## src/rtl/i2s_pkg.sv

```systemverilog
// Shared types and constants for the I2S capture path.
// sample_t is sized for the default channel width used across the pedal chain.
package i2s_pkg;

   localparam int DATA_W_DEF = 24;

   typedef logic [DATA_W_DEF-1:0] sample_t;

   typedef enum logic [1:0] {
      IDLE  = 2'd0,
      DELAY = 2'd1,
      SHIFT = 2'd2,
      PAD   = 2'd3
   } rx_state_t;

   localparam logic CH_LEFT  = 1'b0;
   localparam logic CH_RIGHT = 1'b1;

endpackage

```

## src/rtl/i2s_edge_detect.sv

```systemverilog
// Finds sclk falling edges in the mclk domain and flags lrclk changes seen there.
// sclk and lrclk are mclk-synchronous, so no synchroniser stages are needed.
module i2s_edge_detect (
   input  logic mclk,
   input  logic rst,
   input  logic sclk,
   input  logic lrclk,
   output logic sample_pt,
   output logic lr_change
);

   logic sclk_q;
   logic prev_lr;

   always_ff @(posedge mclk or posedge rst) begin
      if (rst) begin
         sclk_q  <= 1'b0;
         prev_lr <= 1'b0;
      end else begin
         sclk_q <= sclk;
         if (sample_pt)
            prev_lr <= lrclk;
      end
   end

   assign sample_pt = sclk_q & ~sclk;
   assign lr_change = sample_pt & (lrclk ^ prev_lr);

endmodule

```

## src/rtl/i2s_receiver.sv

```systemverilog
// I2S serial-to-parallel capture: one left/right pair per frame with a valid strobe.
// state | meaning:  IDLE wait for first lrclk change | DELAY skip edges before MSB | SHIFT capture bits | PAD ignore rest of slot
module i2s_receiver
   import i2s_pkg::*;
#(
   parameter int DATA_W    = 24,
   parameter int SLOT_W    = 32,
   parameter int BIT_DELAY = 1
) (
   input  logic              mclk,
   input  logic              rst,
   input  logic              sclk,
   input  logic              lrclk,
   input  logic              sdin,
   output logic [DATA_W-1:0] left_data,
   output logic [DATA_W-1:0] right_data,
   output logic              sample_valid,
   output logic              frame_err
);

   // cnt holds the slot bit number (1 = the edge where lrclk changed); all
   // phase boundaries are compares of that single counter against constants.
   localparam logic [5:0] DELAY_END = 6'(BIT_DELAY);
   localparam logic [5:0] LAST_BIT  = 6'(BIT_DELAY + DATA_W);
   localparam logic [5:0] SLOT_END  = 6'(SLOT_W);
   localparam rx_state_t  START_ST  = (BIT_DELAY == 0) ? SHIFT : DELAY;

   logic              sample_pt;
   logic              lr_change;
   rx_state_t         state, state_nxt;
   logic [5:0]        cnt, cnt_nxt;
   logic [DATA_W-1:0] shreg;
   logic [DATA_W-1:0] shadow;
   logic [DATA_W-1:0] word_nxt;
   logic              ch;
   logic              left_ok;
   logic              load_ch, shift_en, commit, short_err, long_err;

   i2s_edge_detect u_edge (
      .mclk      (mclk),
      .rst       (rst),
      .sclk      (sclk),
      .lrclk     (lrclk),
      .sample_pt (sample_pt),
      .lr_change (lr_change)
   );

   assign word_nxt = DATA_W'({shreg, sdin});

   always_ff @(posedge mclk or posedge rst) begin
      if (rst) begin
         state <= IDLE;
         cnt   <= '0;
      end else begin
         state <= state_nxt;
         cnt   <= cnt_nxt;
      end
   end

   always_comb begin
      state_nxt = state;
      cnt_nxt   = cnt;
      load_ch   = 1'b0;
      shift_en  = 1'b0;
      commit    = 1'b0;
      short_err = 1'b0;
      long_err  = 1'b0;
      if (lr_change) begin
         state_nxt = START_ST;
         cnt_nxt   = 6'd1;
         load_ch   = 1'b1;
         short_err = (state == DELAY) || (state == SHIFT);
      end else if (sample_pt) begin
         case (state)
            DELAY: begin
               cnt_nxt = cnt + 6'd1;
               if (cnt == DELAY_END)
                  state_nxt = SHIFT;
            end
            SHIFT: begin
               shift_en = 1'b1;
               cnt_nxt  = cnt + 6'd1;
               if (cnt == LAST_BIT) begin
                  commit    = 1'b1;
                  state_nxt = PAD;
               end
            end
            PAD: begin
               if (cnt == SLOT_END) begin
                  long_err  = 1'b1;
                  state_nxt = IDLE;
               end else begin
                  cnt_nxt = cnt + 6'd1;
               end
            end
            default: ;
         endcase
      end
   end

   always_ff @(posedge mclk or posedge rst) begin
      if (rst) begin
         shreg        <= '0;
         shadow       <= '0;
         ch           <= CH_LEFT;
         left_ok      <= 1'b0;
         left_data    <= '0;
         right_data   <= '0;
         sample_valid <= 1'b0;
         frame_err    <= 1'b0;
      end else begin
         sample_valid <= 1'b0;
         frame_err    <= short_err | long_err;
         if (load_ch) begin
            ch    <= lrclk;
            shreg <= '0;
         end
         if (short_err && (ch == CH_LEFT))
            left_ok <= 1'b0;
         if (shift_en)
            shreg <= word_nxt;
         if (commit) begin
            if (ch == CH_LEFT) begin
               shadow  <= word_nxt;
               left_ok <= 1'b1;
            end else if (left_ok) begin
               left_data    <= shadow;
               right_data   <= word_nxt;
               sample_valid <= 1'b1;
            end
         end
      end
   end

endmodule

```

## config.mk

```make
export PLATFORM = sky130hd
export DESIGN_NAME = i2s_receiver
export DESIGN_NICKNAME = d
export VERILOG_FILES = /design/src/rtl/i2s_pkg.sv /design/src/rtl/i2s_edge_detect.sv /design/src/rtl/i2s_receiver.sv
export SDC_FILE = /design/constraint.sdc
export NUM_CORES = 1
export LEC_CHECK = 0
export BUFFER_PORTS_ARGS = -buffer_cell sky130_fd_sc_hd__buf_2
export CAP_MARGIN = 20
export CORE_UTILIZATION = 45
export CTS_BUF_LIST = sky130_fd_sc_hd__clkbuf_16
export CTS_CLUSTER_SIZE = 28
export DETAILED_ROUTE_END_ITERATION = 10
export SETUP_SLACK_MARGIN = 0.02
export SLEW_MARGIN = 15
export SYNTH_ARGS = -nofsm -noshare
export SYNTH_HDL_FRONTEND = slang
export SYNTH_HIERARCHICAL = 1
export SYNTH_SLANG_ARGS = --single-unit
```

## constraint.sdc

```tcl
create_clock -name mclk -period 4.25 [get_ports mclk]
set_input_delay 0.2125 -clock mclk [delete_from_list [all_inputs] [get_ports mclk]]
set_output_delay 0.2125 -clock mclk [all_outputs]
set_load 0.1 [all_outputs]
```

Word-level counts from Yosys, hierarchy flattened
Index checks and enable logic that the tools add are counted.
{"block": "word_totals", "ff_bits": 109, "latchBits": 0, "ramBits": 0, "mem_bits_ro": 0, "output_inout_bits": 50, "elab_cells": 71, "memories": 0}
{"block": "op_classes", "addsub": 1, "mul": 0, "div": 0, "magnitude_cmp": 0, "eq_ne": 10, "shift": 0, "muxes": 31, "bitwise": 6, "n_reduce_logical": 11}
{"operator": "23-bit 2-to-1 mux", "n": 2}
{"operator": "1-bit 2-to-1 mux", "n": 19}
{"operator": "6-bit 2-to-1 mux", "n": 3}
{"operator": "6-bit one-hot mux with 2 select lines", "n": 1}
{"operator": "2-bit 2-to-1 mux", "n": 5}
{"operator": "6-bit by 1-bit adder with 6-bit output (second input constant)", "n": 1}
{"operator": "6-bit by 1-bit == test with 1-bit output (second input constant)", "n": 1}
{"operator": "6-bit by 5-bit == test with 1-bit output (second input constant)", "n": 1}
{"operator": "6-bit == test (second input constant)", "n": 1}
{"operator": "3-bit by 2-bit inequality test with 1-bit output (second input constant)", "n": 2}
{"operator": "3-bit inequality test (second input constant)", "n": 2}
{"operator": "2-bit one-hot mux with 3 select lines", "n": 1}
{"operator": "3-bit AND reduction", "n": 2}
{"operator": "5-bit AND reduction", "n": 1}
{"operator": "2-bit == test (second input constant)", "n": 2}
{"operator": "2-bit nonzero test", "n": 2}
{"operator": "4-bit nonzero test", "n": 1}
{"operator": "3-bit nonzero test", "n": 1}
{"operator": "1-bit AND", "n": 2}
{"operator": "2-bit by 1-bit == test with 1-bit output (second input constant)", "n": 1}
{"operator": "1-bit NOT", "n": 2}
{"operator": "2-bit AND reduction", "n": 1}
{"operator": "2-bit OR reduction", "n": 1}
{"operator": "1-bit logical AND", "n": 1}
{"operator": "other kinds (3)", "n": 3}

Logic depth before layout (Yosys ltp)
{"block": "logic_depth", "depth_word": 8, "depth_mapped": 9}

Cells and area by module
Netlist, hierarchy kept.
{"module": "i2s_receiver", "n_inst": 1, "cells_per_inst": 276, "area_per_inst_um2": 4241.6}
{"module": "i2s_edge_detect", "n_inst": 1, "cells_per_inst": 7, "area_per_inst_um2": 98.8}

Worst setup path before layout
No wires, ideal clock.
{"block": "synth_timing", "kind": "reg-to-reg", "from": "register u_edge.prev_lr", "to": "register right_data[0]", "setup_time_ns": 0.128, "arrival_ns": 1.963, "t_required_ns": 4.122, "slack_ns": 2.159, "stages_incl_launch_ff": 10, "path_buffers": 3, "period_less_slack_ns": 2.091, "path_cell_list": "dfrtp_1 xor2_1 and2_2 and3b_1 buf_2 nand4_4 nor2_4 buf_6 buf_8 mux2_1"}
{"block": "synth_via", "elab_chain_cells": 4}
{"element": "start, declared", "line_no": "i2s_edge_detect.sv:13", "text": "logic prev_lr;"}
{"element": "start signal, assigned", "line_no": "i2s_edge_detect.sv:22", "text": "prev_lr <= lrclk;"}
{"element": "1-bit XOR", "line_no": "i2s_edge_detect.sv:27", "text": "assign lr_change = sample_pt & (lrclk ^ prev_lr);"}
{"element": "1-bit AND", "line_no": "i2s_edge_detect.sv:27"}
{"element": "1-bit 2-to-1 mux", "line_no": "i2s_receiver.sv:68", "text": "if (lr_change) begin"}
{"element": "3-bit AND reduction (no line)"}
{"element": "end signal, assigned", "line_no": "i2s_receiver.sv:128", "text": "right_data <= word_nxt;"}
{"element": "end, declared", "line_no": "i2s_receiver.sv:16", "text": "output logic [DATA_W-1:0] right_data,"}
Every way passes these cells.
A chain may end at the register's enable or synchronous reset.

Worst setup path in the final report
{"block": "layout_timing", "from": "register u_edge.prev_lr", "to": "register left_data[10]"}
{"block": "layout_via", "elab_chain_cells": 4}
{"element": "1-bit XOR", "line_no": "i2s_edge_detect.sv:27"}
{"element": "1-bit AND", "line_no": "i2s_edge_detect.sv:27"}
{"element": "1-bit 2-to-1 mux", "line_no": "i2s_receiver.sv:68"}
{"element": "3-bit AND reduction (no line)"}
{"element": "end signal, assigned", "line_no": "i2s_receiver.sv:127", "text": "left_data <= shadow;"}
{"element": "end, declared", "line_no": "i2s_receiver.sv:15", "text": "output logic [DATA_W-1:0] left_data,"}
Every way passes these cells.

==> summary.md <==
| Metric | Value |
|---|---|
| ANT nets after route | `0` |
| Post-layout minimum cycle time | `~3000 ps` |
| Clock latency of the later-clocked register in the worst-skew pair | `between 300 and 400 ps` |
| Total negative setup slack | `0 ps` |
| Via-per-instance ratio | `roughly 5` |
| Library cell with the largest summed area after synthesis | `sky130_fd_sc_hd__dfrtp_1` |
| Timing-limited maximum frequency | `between 0.3 and 0.4 GHz` |
| Post-synthesis sequential area ratio | `62.8%` |
| Fraction of power spent switching nets | `about a quarter` |
| Syn_nets | `approximately 290` |
| Number of enable flip-flop cells after synthesis | `0` |
| Synthesis-to-finish area growth | `15.2%` |
| Number of clock buffers inserted by TritonCTS | `9` |
| Core Region | `between 9000 and 10000 sq um` |
| Switching component of the power | `approximately 570 uW` |
| Resize count post-CTS | `0` |
| Number of synthesized register bits | `~110` |
| Outcome | `finished, final reports clean` |
| Number of global-route vias before repair | `between 2000 and 2500` |
| Worst rel slew slack | `about a third` |
| Number of antenna violations at the first check in global routing | `0` |
| Class of the tightest hold or removal check | `primary input to flip-flop` |
| Total routing usage reported by global routing | `about 16%` |
| Cell at the root of the clock tree | `sky130_fd_sc_hd__clkbuf_16` |
| DP HPWL | `around 4500 um` |
| Number of placement rows | `35` |
| Final weighted congestion in routability-driven placement | `around 0.78` |
| Standby leakage power | `roughly 0.0026 uW` |
| Final critical-path share of the clock period | `69.2%` |
| X dimension of the die | `approximately 100 um` |
| Clock transition at path regs | `70 ps` |
| Part of the power in combinational logic | `a little under an eighth` |
| Largest cells by area after synthesis | `sky130_fd_sc_hd__dfrtp_1 (63%), sky130_fd_sc_hd__mux2_2 (16%), sky130_fd_sc_hd__a22o_1 (4.6%)` |
| Leading post-synthesis cells by instance count | `sky130_fd_sc_hd__dfrtp_1 (109), sky130_fd_sc_hd__mux2_2 (61), sky130_fd_sc_hd__a22o_1 (23)` |
| Synth Cell Area | `approximately 4300 sq um` |
| Power per Cell Area | `426 nW/um^2` |
| Launching element type of the critical path | `flip-flop` |
| Maximum resistive drop on vdd | `approximately 0.00017 V` |
| Inserted Diodes | `0` |
| Pre-Repair DR Iteration Count | `4` |
| Starting Density | `a little under half` |
| Wire length reported by the detailed router | `a little over 7000 um` |
| Total of endpoints with negative setup slack in the final report | `0` |
| Number of H-tree levels | `3` |
| Mean instance size in the synthesized netlist | `about 15 sq um` |
| Cell with the most instances after synthesis | `sky130_fd_sc_hd__dfrtp_1` |
| DRC marker count from the first detailed-route iteration | `106` |
| Worst Skew | `approximately 5.7 ps` |
| Area enclosed by the die boundary | `~10000 sq um` |
| Async SR Flop Fraction | `100%` |
| CP Data Required Time | `4480 ps` |
| Via total after detailed routing | `around 2400` |
| Remaining design rule violation count | `0` |
| Wire length of the first global-routing pass | `about 12000 um` |
| Internal power | `approximately 1600 uW` |
| Number of input and output port buffers inserted | `54` |
| Final-report hold violation count | `0` |
| Unique cell type count in the Yosys netlist | `36` |
| Top cell type's share of synthesized area | `roughly 63%` |
| Detail-routed net length per standard cell | `approximately 15 um` |
| Crit Path Max Fanout | `34` |
| Total congestion overflow | `0` |
| Capturing element type of the critical path | `flip-flop` |
| Net count of the finished layout | `350` |
| TritonCTS clock tree | `yes` |
| Setup WS post-layout | `~1300 ps` |
| Instance count of the mapped netlist | `around 280` |
| Height of the die | `approximately 100 um` |
| Number of max-slew violations in the final report | `0` |
| Maximum number of pins on one net before global-route repair | `77` |
| Critical Setup Path Class | `flip-flop to flip-flop` |
| Worst slew pin tran | `just over 1000 ps` |
| Number of violations of the max-capacitance limit | `0` |
| Share of total power in sequential cells | `a little over half` |
| Max Root-Sink Buffers | `2` |
| Sinks on the clock net | `109` |
| CP arrival | `3170 ps` |
| Clock power frac | `36.4%` |
| I/O pin count | `55` |
| Place WS | `around 1300 ps` |
| Leading register cell type out of synthesis | `sky130_fd_sc_hd__dfrtp_1` |
| Warning count from the yosys run | `6` |
| Unrepaired setup endpoints after global routing | `no` |
| Fraction of final layout cells with drive strength greater than 1 | `a little over two fifths` |
-- critical path, stage by stage (launching register included) --
cell                      delay, ps
sky130_fd_sc_hd__dfrtp_1        380
sky130_fd_sc_hd__xor2_1         150
sky130_fd_sc_hd__and2_2         290
sky130_fd_sc_hd__and3b_1        230
sky130_fd_sc_hd__buf_4          270
sky130_fd_sc_hd__nand4_4        170
sky130_fd_sc_hd__nor2_4         420
sky130_fd_sc_hd__buf_4          480
sky130_fd_sc_hd__mux2_2         390
-- worst paths after layout --
path	start	slack, ps	cells after the start	to
hold reg to reg	shadow[15]	480	1	shadow[15]
setup reg to reg	u_edge/prev_lr	1310	8	left_data[10]
max in group asynchronous	rst	2640	4	shreg[9]
hold / removal	sclk	20	1	u_edge/sclk_q
setup / recovery	u_edge/prev_lr	1310	8	left_data[10]
min in group asynchronous	rst	290	3	u_edge/sclk_q
-- metal layers --
| metal | vias up | wire length, um | part of all wire (%) | track usage (%) |
|---|---|---|---|---|
| met5 | - | 0 | 0 | 0 |
| met4 | 0 | 162 | 2.3 | 7.92 |
| met3 | 15 | 276 | 3.9 | 3.06 |
| met1 | 1241 | 3570 | 50 | 22.9 |
| met2 | 49 | 3140 | 44 | 22.4 |
| li1 | 1122 | - | - | - |
-- layout make-up --
class / instances / area, sq um
clock inverter: 7 / 52.6
timing repair buffer: 58 / 303
inverter: 8 / 32.5
tap: 129 / 161
multi-input combinational: 153 / 1500
fill: 812 / 4280
clock buffer: 9 / 225
sequential: 109 / 2730
-- sequential cells by signal, indices dropped and copies added, names as in the netlist --
| name | cells |
|---|---|
| u_edge/sclk_q | 1 |
| right_data | 24 |
| state | 2 |
| left_ok | 1 |
| ch | 1 |
| sample_valid | 1 |
| left_data | 24 |
| shreg | 23 |
| frame_err | 1 |
| cnt | 6 |
| u_edge/prev_lr | 1 |
| shadow | 24 |
-- cell families after synthesis --
family / share of synthesized area (%)
simple gates: 4.79
compound gates: 6.92
fa+ha+maj: 1.73
mux: 20.0
xor+xnor: 1.01
buf+inv: 2.71
flops: 62.8
-- power by group through the flow --
stage	logic (uW)	clock network (uW)	registers, uW
finish	241	776	1110
global route	273	838	1120
global placement	241	0	1130
floorplan	185	0	1130
CTS	245	803	1110
detailed placement	242	0	1130
-- metrics by stage --
step | utilization, % | instances | area [sq um] | total power, uW | hold WS [ps]
floorplan | - | 283 | 4340 | 1320 | -46.3
detailed placement | 50.8 | 456 | 4710 | 1380 | 100
CTS | 53.9 | 473 | 5000 | 2160 | 8.31
global placement | 50.8 | 456 | 4710 | 1370 | 102
global route | 53.9 | 473 | 5000 | 2230 | 15.9
finish | 53.9 | 473 | 5000 | 2130 | 17.0
-- layout by cell type, fill, tap and decap left out, drive strengths merged --
cell / count
nand2: 6
or3: 1
o31ai: 2
xor2: 1
nor3b: 1
buf: 57
a31oi: 1
clkinv: 4
inv: 8
xnor2: 4
and2: 1
a21boi: 1
a2111oi: 1
a22o: 23
mux2: 75
dfrtp: 109
dlygate4sd3: 1
clkbuf: 9
mux2i: 2
a311oi: 2
nor4b: 1
ha: 6
a21oi: 2
and3b: 1
nor2b: 2
nor2: 11
nor3: 2
o21ai: 3
nand2b: 2
nand4: 2
clkinvlp: 3
-- what timing repair did --
| item | 4_1_cts | 5_1_grt |
|---|---|---|
| hold buffers | 1 | 0 |
| endpoints found under the hold margin | 2 | 0 |
| buffers inserted | 0 | 0 |
(Power assumes the default switching activity.)
